[config.mk]
export PLATFORM = sky130hd
export DESIGN_NAME = uart_tx_fifo
export DESIGN_NICKNAME = d
export VERILOG_FILES = /design/src/rtl/uart_tx_fifo.sv
export SDC_FILE = /design/constraint.sdc
export NUM_CORES = 1
export LEC_CHECK = 0
export CAP_MARGIN = 10
export CORE_UTILIZATION = 40
export CTS_BUF_LIST = sky130_fd_sc_hd__clkbuf_16
export DETAILED_ROUTE_END_ITERATION = 10
export SLEW_MARGIN = 0
export SYNTH_ARGS = -nofsm -noshare
export SYNTH_HDL_FRONTEND = slang
export SYNTH_SLANG_ARGS = --single-unit
[constraint.sdc]
create_clock -name clk -period 3.35 [get_ports clk]
set_clock_uncertainty 0.2 [all_clocks]
set_input_delay 0.67 -clock clk [delete_from_list [all_inputs] [get_ports clk]]
set_output_delay 0.67 -clock clk [all_outputs]
set_load 0.02 [all_outputs]
[src/rtl/uart_tx_fifo.sv]
// Byte FIFO feeding a UART transmitter through a send/tx_data/donetx handshake with start-bit timeout.
// Define UART_TXF_LEVEL_EN to add the level and almost_full outputs.
module uart_tx_fifo #(
   parameter int DEPTH          = 16,
   parameter int ACCEPT_TIMEOUT = 4096
) (
   input  logic       clk,
   input  logic       rst,
   input  logic       wr_en,
   input  logic [7:0] wr_data,
   output logic       full,
   output logic       empty,
   output logic       overflow,
   output logic       send,
   output logic [7:0] tx_data,
   input  logic       tx_line,
   input  logic       donetx,
   output logic       timeout_err,
   input  logic       err_clr
`ifdef UART_TXF_LEVEL_EN
   ,
   output logic [$clog2(DEPTH):0] level,
   output logic                   almost_full
`endif
);

   localparam int AW = $clog2(DEPTH);
   localparam int TW = (ACCEPT_TIMEOUT > 1) ? $clog2(ACCEPT_TIMEOUT) : 1;
   localparam logic [AW:0]   FULL_COUNT = (AW+1)'(DEPTH);
   localparam logic [TW-1:0] TIMER_LAST = TW'(ACCEPT_TIMEOUT - 1);

   typedef enum logic [1:0] {IDLE, REQ, BUSY} state_t;

   state_t        state;
   logic [7:0]    mem [DEPTH];
   logic [AW-1:0] wr_ptr;
   logic [AW-1:0] rd_ptr;
   logic [AW:0]   count;
   logic [TW-1:0] timer;
   logic          done_prev;
   logic          pop;
   logic          push;

   assign full  = (count == FULL_COUNT);
   assign empty = (count == '0);
   assign pop   = (state == IDLE) && !empty;
   // A pop in the same cycle frees the slot, so a write while full is still accepted then.
   assign push  = wr_en && (!full || pop);

   always_ff @(posedge clk) begin
      if (push) begin
         mem[wr_ptr] <= wr_data;
      end
   end

   always_ff @(posedge clk or negedge rst) begin
      if (!rst) begin
         wr_ptr   <= '0;
         rd_ptr   <= '0;
         count    <= '0;
         overflow <= 1'b0;
      end else begin
         if (push) begin
            wr_ptr <= wr_ptr + 1'b1;
         end
         if (pop) begin
            rd_ptr <= rd_ptr + 1'b1;
         end
         if (push && !pop) begin
            count <= count + 1'b1;
         end else if (pop && !push) begin
            count <= count - 1'b1;
         end
         if (wr_en && !push) begin
            overflow <= 1'b1;
         end else if (err_clr) begin
            overflow <= 1'b0;
         end
      end
   end

   // The timeout set inside REQ is assigned after the err_clr clear, so a new error wins.
   always_ff @(posedge clk or negedge rst) begin
      if (!rst) begin
         state       <= IDLE;
         send        <= 1'b0;
         tx_data     <= 8'h00;
         timer       <= '0;
         timeout_err <= 1'b0;
         done_prev   <= 1'b0;
      end else begin
         done_prev <= donetx;
         if (err_clr) begin
            timeout_err <= 1'b0;
         end
         case (state)
            IDLE: begin
               if (pop) begin
                  tx_data <= mem[rd_ptr];
                  send    <= 1'b1;
                  timer   <= '0;
                  state   <= REQ;
               end
            end
            REQ: begin
               if (!tx_line) begin
                  send  <= 1'b0;
                  timer <= '0;
                  state <= BUSY;
               end else if (timer == TIMER_LAST) begin
                  timeout_err <= 1'b1;
                  send        <= 1'b0;
                  timer       <= '0;
                  state       <= IDLE;
               end else begin
                  timer <= timer + 1'b1;
               end
            end
            BUSY: begin
               if (donetx && !done_prev) begin
                  state <= IDLE;
               end
            end
            default: begin
               send  <= 1'b0;
               state <= IDLE;
            end
         endcase
      end
   end

`ifdef UART_TXF_LEVEL_EN
   assign level       = count;
   assign almost_full = (count >= (AW+1)'(DEPTH - 2));
`endif

endmodule

==> flow_summary_export.csv <==
group,metric,value,unit
floorplanning,rows,47,
worst_setup_path,cp.arrival,2.19,ns
routing,antenna_left,0,
synth,synth_cells,405,
synth,ys_top_cells_by_area,"edfxtp_1, dfrtp_1, mux4_2, mux2i_1, ha_1",
clocking,cts_tree,"built",
worst_setup_path,crit_type,"reg2out",
power,seq_power_share,0.429,
routing,drt_iter0_markers,210,
synth,synth_edf_count,128,
clocking,clk_pin_slew,0.06,ns
clocking,post_cts_buffers,0,
clocking,cts_buffers,17,
sta,fmax,326,MHz
placement,dpl.hpwl,8.74,mm
sta,relSlewSlack,0.504,
worst_hold_path,hold_path_class,"in2async",
sta,rsz0062_at_grt,"false",
run_status,status,"completed",
power,power_frac_comb,0.312,
routing,via_per_inst,5.31,
power,intPower,4.58,mW
synth,avgSynthCellArea,17.2,sq um
routing,post_drt_wl_per_cell,18.7,um
synth,synthMuxAreaShare,0.132,
finish,area_delta_synth_final,16.7,%
synth,synthFlopType,"edfxtp_1",
placement,portBuffers,26,
sta,finalHoldViolations,0,
sta,fin_crit,3.06,ns
finish,drive_gt1_frac,0.228,
global_routing,grt_pass1_wl,21.2,mm
synth,syn_area,0.00696,sq mm
synth,synth-compound-area-share,0.0557,
worst_setup_path,crit_required,2.48,ns
synth,synth_area_leader_cell,"edfxtp_1",
power,ir_worst_vdd,434,uV
worst_setup_path,cp-end-kind,"primary output",
worst_setup_path,critPathLaunchType,"register",
clocking,cts_resized,0,
routing,remaining_drc_errors,0,
synth,ys_ff_latch,167,
synth,synth-simple-area-share,0.0644,
sta,drv_slew,0,
synth,synth_top_family_by_area,"multiplexers",
clocking,htreeDepth,4,
sta,fin_crit_sh,0.915,
placement,place.gp.congestion,0.760,
routing,num_vias,3685,
sta,worst-slew-pin-transition,0.745,ns
synth,synth_seq_area_share,0.693,
floorplanning,die_x,134,um
synth,yosysWarnings,0,
power,p_sw,2.15,mW
synth,synth_common_cells,"edfxtp_1, dfrtp_1, mux4_2",
sta,finalSetupViolCount,0,
job,maxCapViolations,0,
clocking,clock-sinks,167,
global_routing,grt_pass1_vias,3791,
global_routing,antenna_found_initial,0,
global_routing,grt_remaining_overflow,0,
synth,async_reset_ff_frac,0.234,
floorplanning,io_pins,27,
synth,synth_top_area_share,0.552,
clocking,cts_hold_buf,0,
finish,num_antenna_cells,0,
routing,dr.pass1.iters,4,
finish,fin_nets,486,
clocking,cts_root_buffer,"clkbuf_16",
global_routing,grt_start_max_net_pins,33,
floorplanning,coreArea,0.0168,sq mm
clocking,clkLatencyLatePin,0.42,ns
worst_setup_path,crit_fanout,5,
floorplanning,initial_core_util,0.415,
power,power.density,828,mW/mm^2
synth,post-synth-top-count-cell,"edfxtp_1",
global_routing,grt_usage,0.161,
synth,synth_nets,430,
power,clock_power_share,0.260,
floorplanning,die_y,134,um
synth,synth_adder_area_share,0.0209,
power,switching_share,0.319,
placement,dpl_worst_slack,0.252,ns
synth,synthXorXnorAreaFrac,0.0126,
floorplanning,dieArea,0.0179,sq mm
routing,routed_wl,13.0,mm
synth,synthDistinctLibCells,52,
sta,worst_slack,0.286,ns
clocking,clk_path_buf_depth,2,
power,leakagePower,2.92,nW
sta,tns,0,ns
finish,fill_cells,1407,
-- final cells by class --
| class | instances | area [sq um] | share of cell area |
|---|---|---|---|
| clock buffer | 17 | 425 | 0.0524 |
| clock inverter | 15 | 101 | 0.0125 |
| inverter | 11 | 41.3 | 0.00508 |
| multi-input combinational | 209 | 1990 | 0.245 |
| sequential | 167 | 4820 | 0.593 |
| tap | 220 | 275 | 0.0339 |
| timing repair buffer | 55 | 473 | 0.0582 |
-- worst paths after layout --
kind | cells past startpoint | from | slack [ns] | to
worst min register to register | 1 | timeout_err | 0.29 | timeout_err
worst min-delay path | 1 | rst | 0.12 | count[2]
max in group asynchronous | 2 | rst | 2.17 | wr_ptr[0]
min in group clk | 1 | timeout_err | 0.29 | timeout_err
worst max register to register | 9 | count[0] | 0.44 | count[4]
worst max-delay path | 3 | count[0] | 0.29 | empty
-- cell families (layout without fill, tap and decap cells) --
| kind of cell | Yosys count | count (layout) |
|---|---|---|
| xor gates and xnor gates | 10 | 10 |
| and+or+nand+nor | 84 | 84 |
| adders and majority gates | 11 | 11 |
| AOI/OAI and AO/OA | 53 | 53 |
| DFF | 167 | 167 |
| buffers and inverters | 29 | 98 |
| muxes | 51 | 51 |
-- stage by stage --
| stage | hold WS (ns) | instance area, sq um | power [mW] | util | cells |
|---|---|---|---|---|---|
| 2_1_floorplan | 0.174 | 6960 | 4.44 | - | 405 |
| 3_3_place_gp | 0.273 | 7600 | 5.00 | 0.453 | 662 |
| 3_5_place_dp | 0.279 | 7600 | 5.06 | 0.453 | 662 |
| 4_1_cts | 0.136 | 8120 | 6.80 | 0.485 | 694 |
| 5_1_grt | 0.170 | 8120 | 7.11 | 0.485 | 694 |
| 6_report | 0.122 | 8120 | 6.73 | 0.485 | 694 |
-- worst max-delay path, stage by stage, from the launching register on --
cell and delay, ns:
dfrtp_1 0.45, or4_4 0.61, nor2_1 0.12, clkdlybuf4s50_1 0.61
-- per-layer routing --
metal  GRT usage  wire length (um)
met1       0.215              6020
met2       0.258              6450
met3      0.0404               340
met4      0.0556               207
met5           0                 0
-- power by group through the flow --
stage	Sequential (mW)	Combinational [mW]	Clock (mW)
finish	2.88	2.10	1.75
global route	2.94	2.30	1.87
CTS	2.89	2.13	1.78
detailed placement	2.93	2.13	0
global placement	2.92	2.09	0
floorplan	2.80	1.64	0
-- registers in the layout, indices dropped and copies added (netlist names) --
signal / cells
mem: 128
timer: 12
tx_data: 8
count: 5
rd_ptr: 4
wr_ptr: 4
state: 2
done_prev: 1
overflow: 1
send: 1
timeout_err: 1
-- cells in the final DEF, fill, tap and decap left out, types with 2 or more instances in the layout --
master / instances
a21oi_1: 7
o21bai_1: 2
a221o_1: 3
clkinv_2: 2
edfxtp_1: 128
buf_4: 29
nor2b_1: 4
a21o_1: 2
nor3_1: 12
o21ai_0: 17
mux2i_1: 13
mux2_2: 6
a211o_1: 6
or4_4: 2
xnor2_1: 7
nand3_1: 5
dfrtp_1: 38
a22o_1: 6
clkinv_4: 3
mux4_2: 32
clkdlybuf4s50_1: 25
clkbuf_16: 17
inv_6: 4
nand2_1: 21
nand2b_1: 2
and4b_1: 2
ha_1: 10
nor2_1: 22
xor2_1: 3
clkinv_1: 4
inv_1: 12
nand4_1: 3
Note: power is estimated with default switching activity, not from simulation.
